--- src/rtl/sdram_arbiter.sv ---
// Round-robin arbiter sharing one SDRAM controller command port between NUM_REQ requesters.
// An in-order tag FIFO remembers the owner of every outstanding read so responses route back.
module sdram_arbiter #(
  parameter int NUM_REQ         = 2,
  parameter int ADDR_WIDTH      = 32,
  parameter int DATA_WIDTH      = 32,
  parameter int WORD_LEN        = DATA_WIDTH / 8,
  parameter int MAX_OUTSTANDING = 4
) (
  input  logic                             clk,
  input  logic                             rst_n,
  input  logic [NUM_REQ*WORD_LEN-1:0]      req_wr,
  input  logic [NUM_REQ-1:0]               req_rd,
  input  logic [NUM_REQ*ADDR_WIDTH-1:0]    req_addr,
  input  logic [NUM_REQ*DATA_WIDTH-1:0]    req_write_data,
  output logic [NUM_REQ-1:0]               req_rdy,
  output logic [NUM_REQ-1:0]               req_rvalid,
  output logic [NUM_REQ-1:0]               req_error,
  output logic [DATA_WIDTH-1:0]            req_read_data,
  output logic [WORD_LEN-1:0]              mem_wr,
  output logic                             mem_rd,
  output logic [ADDR_WIDTH-1:0]            mem_addr,
  output logic [DATA_WIDTH-1:0]            mem_write_data,
  input  logic                             mem_rdy,
  input  logic                             mem_rvalid,
  input  logic                             mem_error,
  input  logic [DATA_WIDTH-1:0]            mem_read_data,
  output logic                             orphan_err
);

  localparam int IDX_W = (NUM_REQ > 1) ? $clog2(NUM_REQ) : 1;
  localparam int PTR_W = (MAX_OUTSTANDING > 1) ? $clog2(MAX_OUTSTANDING) : 1;
  localparam int CNT_W = $clog2(MAX_OUTSTANDING + 1);

  typedef enum logic [0:0] {
    IDLE  = 1'b0,
    GRANT = 1'b1
  } state_t;

  state_t               state_r;
  state_t               state_nxt_s;
  logic [IDX_W-1:0]     gnt_r;
  logic [IDX_W-1:0]     gnt_nxt_s;
  logic [IDX_W-1:0]     rr_ptr_r;
  logic [IDX_W-1:0]     pick_s;
  logic                 pick_vld_s;
  logic [NUM_REQ-1:0]   active_s;

  logic [WORD_LEN-1:0]  gnt_wr_s;
  logic                 gnt_rd_s;
  logic                 rd_blocked_s;
  logic                 accept_s;
  logic                 push_s;
  logic                 pop_s;
  logic                 full_s;
  logic                 empty_s;

  logic [IDX_W-1:0]     tag_mem_r [MAX_OUTSTANDING];
  logic [PTR_W-1:0]     wr_ptr_r;
  logic [PTR_W-1:0]     rd_ptr_r;
  logic [CNT_W-1:0]     count_r;
  logic                 orphan_err_r;

  function automatic logic [PTR_W-1:0] ptr_inc(input logic [PTR_W-1:0] ptr);
    if (ptr == PTR_W'(MAX_OUTSTANDING - 1)) begin
      return '0;
    end else begin
      return ptr + PTR_W'(1);
    end
  endfunction

  // Per-requester activity decode and FIFO status
  always_comb begin
    active_s = '0;
    for (int i = 0; i < NUM_REQ; i++) begin
      active_s[i] = (|req_wr[i*WORD_LEN +: WORD_LEN]) | req_rd[i];
    end
    full_s  = (count_r == CNT_W'(MAX_OUTSTANDING));
    empty_s = (count_r == CNT_W'(0));
  end

  // Round-robin search; descending loop so the nearest index after rr_ptr wins
  always_comb begin
    pick_s     = '0;
    pick_vld_s = 1'b0;
    for (int k = NUM_REQ; k >= 1; k--) begin
      if (active_s[IDX_W'((int'(rr_ptr_r) + k) % NUM_REQ)]) begin
        pick_s     = IDX_W'((int'(rr_ptr_r) + k) % NUM_REQ);
        pick_vld_s = 1'b1;
      end else begin
        pick_s     = pick_s;
      end
    end
  end

  // Granted requester's command view; a write takes priority over a simultaneous read
  always_comb begin
    gnt_wr_s     = req_wr[int'(gnt_r)*WORD_LEN +: WORD_LEN];
    gnt_rd_s     = req_rd[gnt_r] & ~(|gnt_wr_s);
    rd_blocked_s = gnt_rd_s & full_s;
    accept_s     = (state_r == GRANT) & active_s[gnt_r] & mem_rdy & ~rd_blocked_s;
    push_s       = accept_s & gnt_rd_s;
    pop_s        = mem_rvalid & ~empty_s;
  end

  // FSM state and round-robin pointer
  always_ff @(posedge clk or negedge rst_n) begin
    if (!rst_n) begin
      state_r  <= IDLE;
      gnt_r    <= '0;
      rr_ptr_r <= IDX_W'(NUM_REQ - 1);
    end else begin
      state_r <= state_nxt_s;
      gnt_r   <= gnt_nxt_s;
      if (accept_s) begin
        rr_ptr_r <= gnt_r;
      end else begin
        rr_ptr_r <= rr_ptr_r;
      end
    end
  end

  // Next-state logic; a withdrawn request releases the grant without moving rr_ptr
  always_comb begin
    state_nxt_s = state_r;
    gnt_nxt_s   = gnt_r;
    case (state_r)
      IDLE: begin
        if (pick_vld_s) begin
          state_nxt_s = GRANT;
          gnt_nxt_s   = pick_s;
        end else begin
          state_nxt_s = IDLE;
        end
      end
      GRANT: begin
        if (accept_s || !active_s[gnt_r]) begin
          state_nxt_s = IDLE;
        end else begin
          state_nxt_s = GRANT;
        end
      end
      default: state_nxt_s = IDLE;
    endcase
  end

  // Output decode: command mux in GRANT, response routing by FIFO head
  always_comb begin
    mem_wr         = '0;
    mem_rd         = 1'b0;
    mem_addr       = '0;
    mem_write_data = '0;
    req_rdy        = '0;
    req_rvalid     = '0;
    req_error      = '0;
    req_read_data  = mem_read_data;
    orphan_err     = orphan_err_r;
    case (state_r)
      GRANT: begin
        mem_wr         = gnt_wr_s;
        mem_rd         = gnt_rd_s & ~full_s;
        mem_addr       = req_addr[int'(gnt_r)*ADDR_WIDTH +: ADDR_WIDTH];
        mem_write_data = req_write_data[int'(gnt_r)*DATA_WIDTH +: DATA_WIDTH];
        req_rdy[gnt_r] = accept_s;
      end
      IDLE:    mem_rd = 1'b0;
      default: mem_rd = 1'b0;
    endcase
    if (pop_s) begin
      req_rvalid[tag_mem_r[rd_ptr_r]] = 1'b1;
      req_error[tag_mem_r[rd_ptr_r]]  = mem_error;
    end else begin
      req_rvalid = '0;
    end
  end

  // Read-owner tag FIFO
  always_ff @(posedge clk or negedge rst_n) begin
    if (!rst_n) begin
      wr_ptr_r <= '0;
      rd_ptr_r <= '0;
      count_r  <= '0;
      for (int i = 0; i < MAX_OUTSTANDING; i++) begin
        tag_mem_r[i] <= '0;
      end
    end else begin
      if (push_s) begin
        tag_mem_r[wr_ptr_r] <= gnt_r;
        wr_ptr_r            <= ptr_inc(wr_ptr_r);
      end else begin
        wr_ptr_r <= wr_ptr_r;
      end
      if (pop_s) begin
        rd_ptr_r <= ptr_inc(rd_ptr_r);
      end else begin
        rd_ptr_r <= rd_ptr_r;
      end
      case ({push_s, pop_s})
        2'b10:   count_r <= count_r + CNT_W'(1);
        2'b01:   count_r <= count_r - CNT_W'(1);
        default: count_r <= count_r;
      endcase
    end
  end

  // Sticky flag for a response with no recorded owner
  always_ff @(posedge clk or negedge rst_n) begin
    if (!rst_n) begin
      orphan_err_r <= 1'b0;
    end else if (mem_rvalid && empty_s) begin
      orphan_err_r <= 1'b1;
    end else begin
      orphan_err_r <= orphan_err_r;
    end
  end

endmodule

--- config.mk ---
export PLATFORM = sky130hd
export DESIGN_NAME = sdram_arbiter
export DESIGN_NICKNAME = d
export VERILOG_FILES = /design/src/rtl/sdram_arbiter.sv
export SDC_FILE = /design/constraint.sdc
export NUM_CORES = 1
export LEC_CHECK = 0
export CAP_MARGIN = 20
export CORE_AREA = 8 8 102 104
export CTS_BUF_LIST = sky130_fd_sc_hd__clkbuf_4
export DETAILED_ROUTE_END_ITERATION = 6
export DIE_AREA = 0 0 110 112
export GPL_TIMING_DRIVEN = 0
export PLACE_DENSITY = 0.87
export SETUP_SLACK_MARGIN = 0.5
export SLEW_MARGIN = 30
export SYNTH_ARGS = -nofsm -noshare
export SYNTH_HDL_FRONTEND = slang
export SYNTH_SLANG_ARGS = --single-unit
export TNS_END_PERCENT = 30
--- constraint.sdc ---
create_clock -name clk -period 5.1 [get_ports clk]
set_clock_uncertainty 0.15 [all_clocks]
set_input_delay 1.02 -clock clk [delete_from_list [all_inputs] [get_ports clk]]
set_output_delay 1.02 -clock clk [all_outputs]
set_load 0.005 [all_outputs]
Word level (Yosys, flattened, before mapping). Cells that the tools add are included.

Output and inout port bits: 108. Word-level logic and storage cells: 100. Bits in registers: 15. Bits of input ports: 175.

Magnitude comparators: 9. Eq/ne operators: 5. Shift operators: 3. Muxes and demuxes: 35. Add/sub/neg operators: 6. Bitwise logic cells: 19. Reductions and logical operators: 12.

Operator list (count): 64-bit by 7-bit variable part select with 32-bit output (2); 32-bit two-way mux (2); 1-bit two-way mux (19); 4-bit OR reduction (3); 2-bit two-way mux (5); 1-bit bitwise AND (8); 8-bit by 4-bit variable part select with 4-bit output (1); 2-bit == test (second input constant) (3); 3-bit greater-or-equal comparator (second input constant) (2); 1-bit by 3-bit less-than comparator with 1-bit output (second input constant) (2); 2-bit NOT with 3-bit output (2); 3-bit case mux with 2 select lines (1); 1-bit NOT (5); 2-bit by 1-bit adder with 2-bit output (second input constant) (2); 2-bit bitwise AND (2); 4-bit bitwise mux (1); 1-bit logical AND (4); 1-bit by 2-bit less-than comparator with 1-bit output (second input constant) (2); 4-bit two-way mux (1); 1-bit case mux with 2 select lines (2); 3-bit by 1-bit adder with 3-bit output (second input constant) (1); 3-bit == test (second input constant) (1); 3-bit zero test (1); 3-bit by 1-bit less-than comparator with 1-bit output (second input constant) (1); 12 further kinds (16).

Longest topological paths before layout. Gate-level depths: netlist of the first run.

Depth in word-level cells: 10. Gate-level depth with buffers: 10. Mapped depth without buffers: 10.

Worst setup path before layout of the first run. Ideal clock, no wire load.

Path kind: input port to output port. From: input req_wr[1]. To: output req_rdy[1]. Arrival: 2.502 ns. Stages on the path: 4. Path slack: 1.428 ns. Data required time: 3.930 ns. Path through: or4_4 o311ai_0 a21oi_1 and3_1.

Longest elaborated chain between the ends: 9. Elaborated cells on any way between the ends: 15.

Ends and longest elaborated chain: start: declaration (line 12) `input logic [NUM_REQ*WORD_LEN-1:0] req_wr,`; 8-bit by 4-bit variable part select with 4-bit output / 4-bit OR reduction (equally long branches) (line 98, 76); 4-bit OR reduction / 1-bit bitwise OR (equally long branches) (line 99, 76); 1-bit NOT / 1-bit two-way mux (equally long branches) (line 99, 101); 1-bit bitwise AND / 1-bit two-way mux (equally long branches) (line 99, 101); 1-bit bitwise AND (on tied branches) (line 100, 101); 1-bit NOT / 1-bit bitwise AND (equally long branches) (line 101) `accept_s = (state_r == GRANT) & active_s[gnt_r] & mem_rdy & ~rd_blocked_s;`; 1-bit bitwise AND * (line 101); 2-bit bitwise AND (no source line) *; 2-bit two-way mux * (line 158) `case (state_r)`; end: declaration (line 16) `output logic [NUM_REQ-1:0] req_rdy,`.

Mark *: on every way between the ends. The rest lies on a longest branch, timed or not. The select of a mux whose other input is x is not followed.

Worst setup path after layout of the first run. Ends and elaborated chain as after synthesis.

==> out/qor.yml, run 1 <==
status:
  status: "finished, final reports clean"
detailed_routing:
  top_layer: "met4"
  drt_first_pass_iters: 5
  wire_per_inst_um: 18.2
  via_count: 2768
  drc: 0
  wl_met3_um: 1230
  antenna_left: 0
  viasPerCell: 4.35
  drt_wl_total_um: 11600
  wirelength_met1_um: 3940
  first_iter_violations: 118
  wl_met2_um: 6380
pwr:
  p_total_mw: 1.37
  power.leakage_nw: 2.24
  ir_drop_v: 0.000153
  cellPowerDensity_mw_per_mm2: 283
logic_synthesis:
  syn_area_per_cell_um2: 7.90
  synth_top_area_cell: "mux2i_1"
  mappedNetlistArea_mm2: 0.00215
  synth_common_cells: "nor2_1 (74), mux2i_1 (70), buf_4 (32)"
  ys_ff_latch: 15
  async_flop_share: 1.00
  yosysSeqAreaShare: 0.175
  synth_edf_count: 0
  synth_cells: 272
  synth_top_area_share: 0.326
  synth_warnings: 0
  syn-num-nets: 454
  ys.flop_type: "dfrtp_1"
  synth_cell_type_count: 35
  synth_area_leaders: "mux2i_1 (33%), dfrtp_1 (16%), nor2_1 (13%)"
  synthMostInstantiatedCell: "nor2_1"
grt:
  antenna_found_initial: 0
  grt_overflow: 0
  grt_pass1_wl_um: 17400
  grt_max_degree: 16
  grtUsageTotal: 0.179
  grt_pass1_vias: 3186
cells_and_area:
  drive_gt1_frac: 0.0913
  nFillCells: 783
  n_antenna_cell: 0
  fin_nets: 709
  area_delta_synth_final_pct: 125
  utilization: 0.543
worst_setup_path:
  crit_start: "req_wr[1]"
  rr_worst_depth: 10
  path_class: "input port to output port"
  critical_path_required_ps: 3930
  r2r-start: "gnt_r"
  path_delay_family: "simple AND/OR/NAND/NOR gates"
  path_cells: "clkdlybuf4s50_1 -> or4_4 -> or3b_4 -> nand2_1 -> a21oi_1 -> and3_1 -> clkdlybuf4s50_1"
  critPathArrivalTime_ps: 3320
  cp-end-kind: "output port"
  crit_cells: 7
  reg2reg_slack_ps: 2470
  crit_path_frequent_cell: "clkdlybuf4s50_1"
  crit_buf_inv: 2
  startpoint_type: "input port"
  cpMaxStageDelayCell: "or4_4"
  crit_path_max_incr_delay_ps: 560
  critPathMaxFanout: 4
die:
  die_height_um: 112
  die_width_um: 110
  start_util: 0.242
  fp-row-count: 35
  core_region_area_mm2: 0.00889
  ios: 283
  design.die.area_mm2: 0.0123
cts:
  cts_root_buf: "clkbuf_4"
  cts_buffers: 3
  clk_path_buf_depth: 2
  tritoncts: "built"
  htree_levels: 1
  post_cts_buffers: 0
  postCtsHoldBufs: 0
  clkTransAtPathRegs_ps: 100
  cts_sinks: 15
  insertion_delay_ps: 290
worst_hold_path:
  min_path_type: "flop to flop"
  min_from: "orphan_err"
  holdPathStages: 1
sta:
  hold_viol: 0
  setup_viol: 0
  fin_crit_sh: 0.880
  timing_worst_slew_pin_value_ps: 743
  rsz0062_at_grt: "false"
  slew-limit-headroom: 0.504
  max_freq_ghz: 0.223
  fin_setup_tns_ps: 0
  slew_violations: 0
  fin_crit_ps: 4490
placed_design:
  gp_congestion: 0.799
  dp_hpwl_um: 10500
  io_buffer_count: 250
flow_run:
  maxCapViolations: 0
-- power by group --
group / internal (mW) / switching [mW]
sequential: 0.169 / 0.0362
combinational: 0.633 / 0.456
clock: 0.0298 / 0.0426
-- final timing paths --
| check | endpoint |
|---|---|
| max reg2reg | count_r[2] |
| max | req_rdy[1] |
| max in group asynchronous | orphan_err |
| min reg2reg | orphan_err |
| min in group asynchronous | rd_ptr_r[0] |
| min | orphan_err |
-- layer usage --
metal  GRT usage  vias to the layer above
li1            -                     1383
met1       0.179                     1243
met2       0.346                      138
met3      0.0693                        4
met4     0.00811                        0
met5           0                        -
-- timing repair --
action,CTS,global route
endpoints found under the setup margin,2,2
cloned,0,0
gates resized for setup,1,1
pin swaps,0,0
-- flip-flops by register name, indices dropped and copies added, names as in the netlist --
name        cells
count_r         3
gnt_r           1
orphan_err      1
rd_ptr_r        2
rr_ptr_r        1
state_r         1
tag_mem_r       4
wr_ptr_r        2
-- worst reg2reg max path: stages, from the launching register on --
cell	delay, ps
dfrtp_1	370
clkbuf_1	210
or3b_4	480
a211oi_4	400
inv_1	90
ha_1	230
inv_1	80
fa_1	180
xor2_1	140
nor2_1	60
xor2_1	140
-- cell usage in the layout (no fill, tap or decap) --
cell type        count
dfrtp_1             14
o21ai_1              2
clkinvlp_4           1
a21o_1               2
clkbuf_4             3
nor2b_1              4
dfstp_2              1
nand2_1             12
a21bo_2              1
o311ai_2             1
a22oi_1              1
mux2i_1             70
and3_2               1
and2_1               1
a21oi_1              2
nand2b_1             1
nand4_1              1
ha_1                 6
o21bai_1             1
a211oi_1             1
buf_1                8
inv_1                9
clkdlybuf4s50_1    250
nand3_1              1
o2bb2ai_1            1
buf_4               32
and3_1               2
fa_1                 1
or4_4                1
xnor2_1              1
xor2_1               2
a211oi_4             1
nor2_1              74
clkbuf_1             9
nor3_1               2
or3b_4               1
mux2_4               4
mux4_2               1
-- stage by stage --
stage / hold slack (ps) / worst slack (ps) / instance area [µm²] / std cells
floorplan: 295 / 1430 / 2150 / 272
global placement: 288 / 410 / 4790 / 633
detailed placement: 304 / 334 / 4790 / 633
CTS: 327 / 558 / 4820 / 637
global route: 338 / 555 / 4830 / 637
finish: 322 / 612 / 4830 / 637
-- cell families after synthesis --
kind of cell               Yosys count  synth area share
AOI/OAI and AO/OA                   13            0.0489
xor gates and xnor gates             3            0.0122
adders and majority gates            7            0.0443
buffers and inverters               58             0.157
DFF                                 15             0.175
muxes                               75             0.365
and+or+nand+nor                    101             0.197
-- layout make-up --
class | instances | area (µm²) | share of cell area
plain buffers | 49 | 304 | 0.0630
clock buffers | 3 | 22.5 | 0.00467
clock inverters | 1 | 7.51 | 0.00156
inverters | 9 | 33.8 | 0.00700
multi-input cells | 199 | 1440 | 0.299
flip-flops and latches | 15 | 377 | 0.0780
well taps | 111 | 139 | 0.0288
repair buffers | 250 | 2500 | 0.518
No activity file was read; power rests on OpenSTA's default activity.
==> run 2: changes to the inputs <==
- TNS_END_PERCENT: 30 -> unset
==> results of run 2 <==
Same layout as run 1: the final DEF is identical, and so are final timing and power.
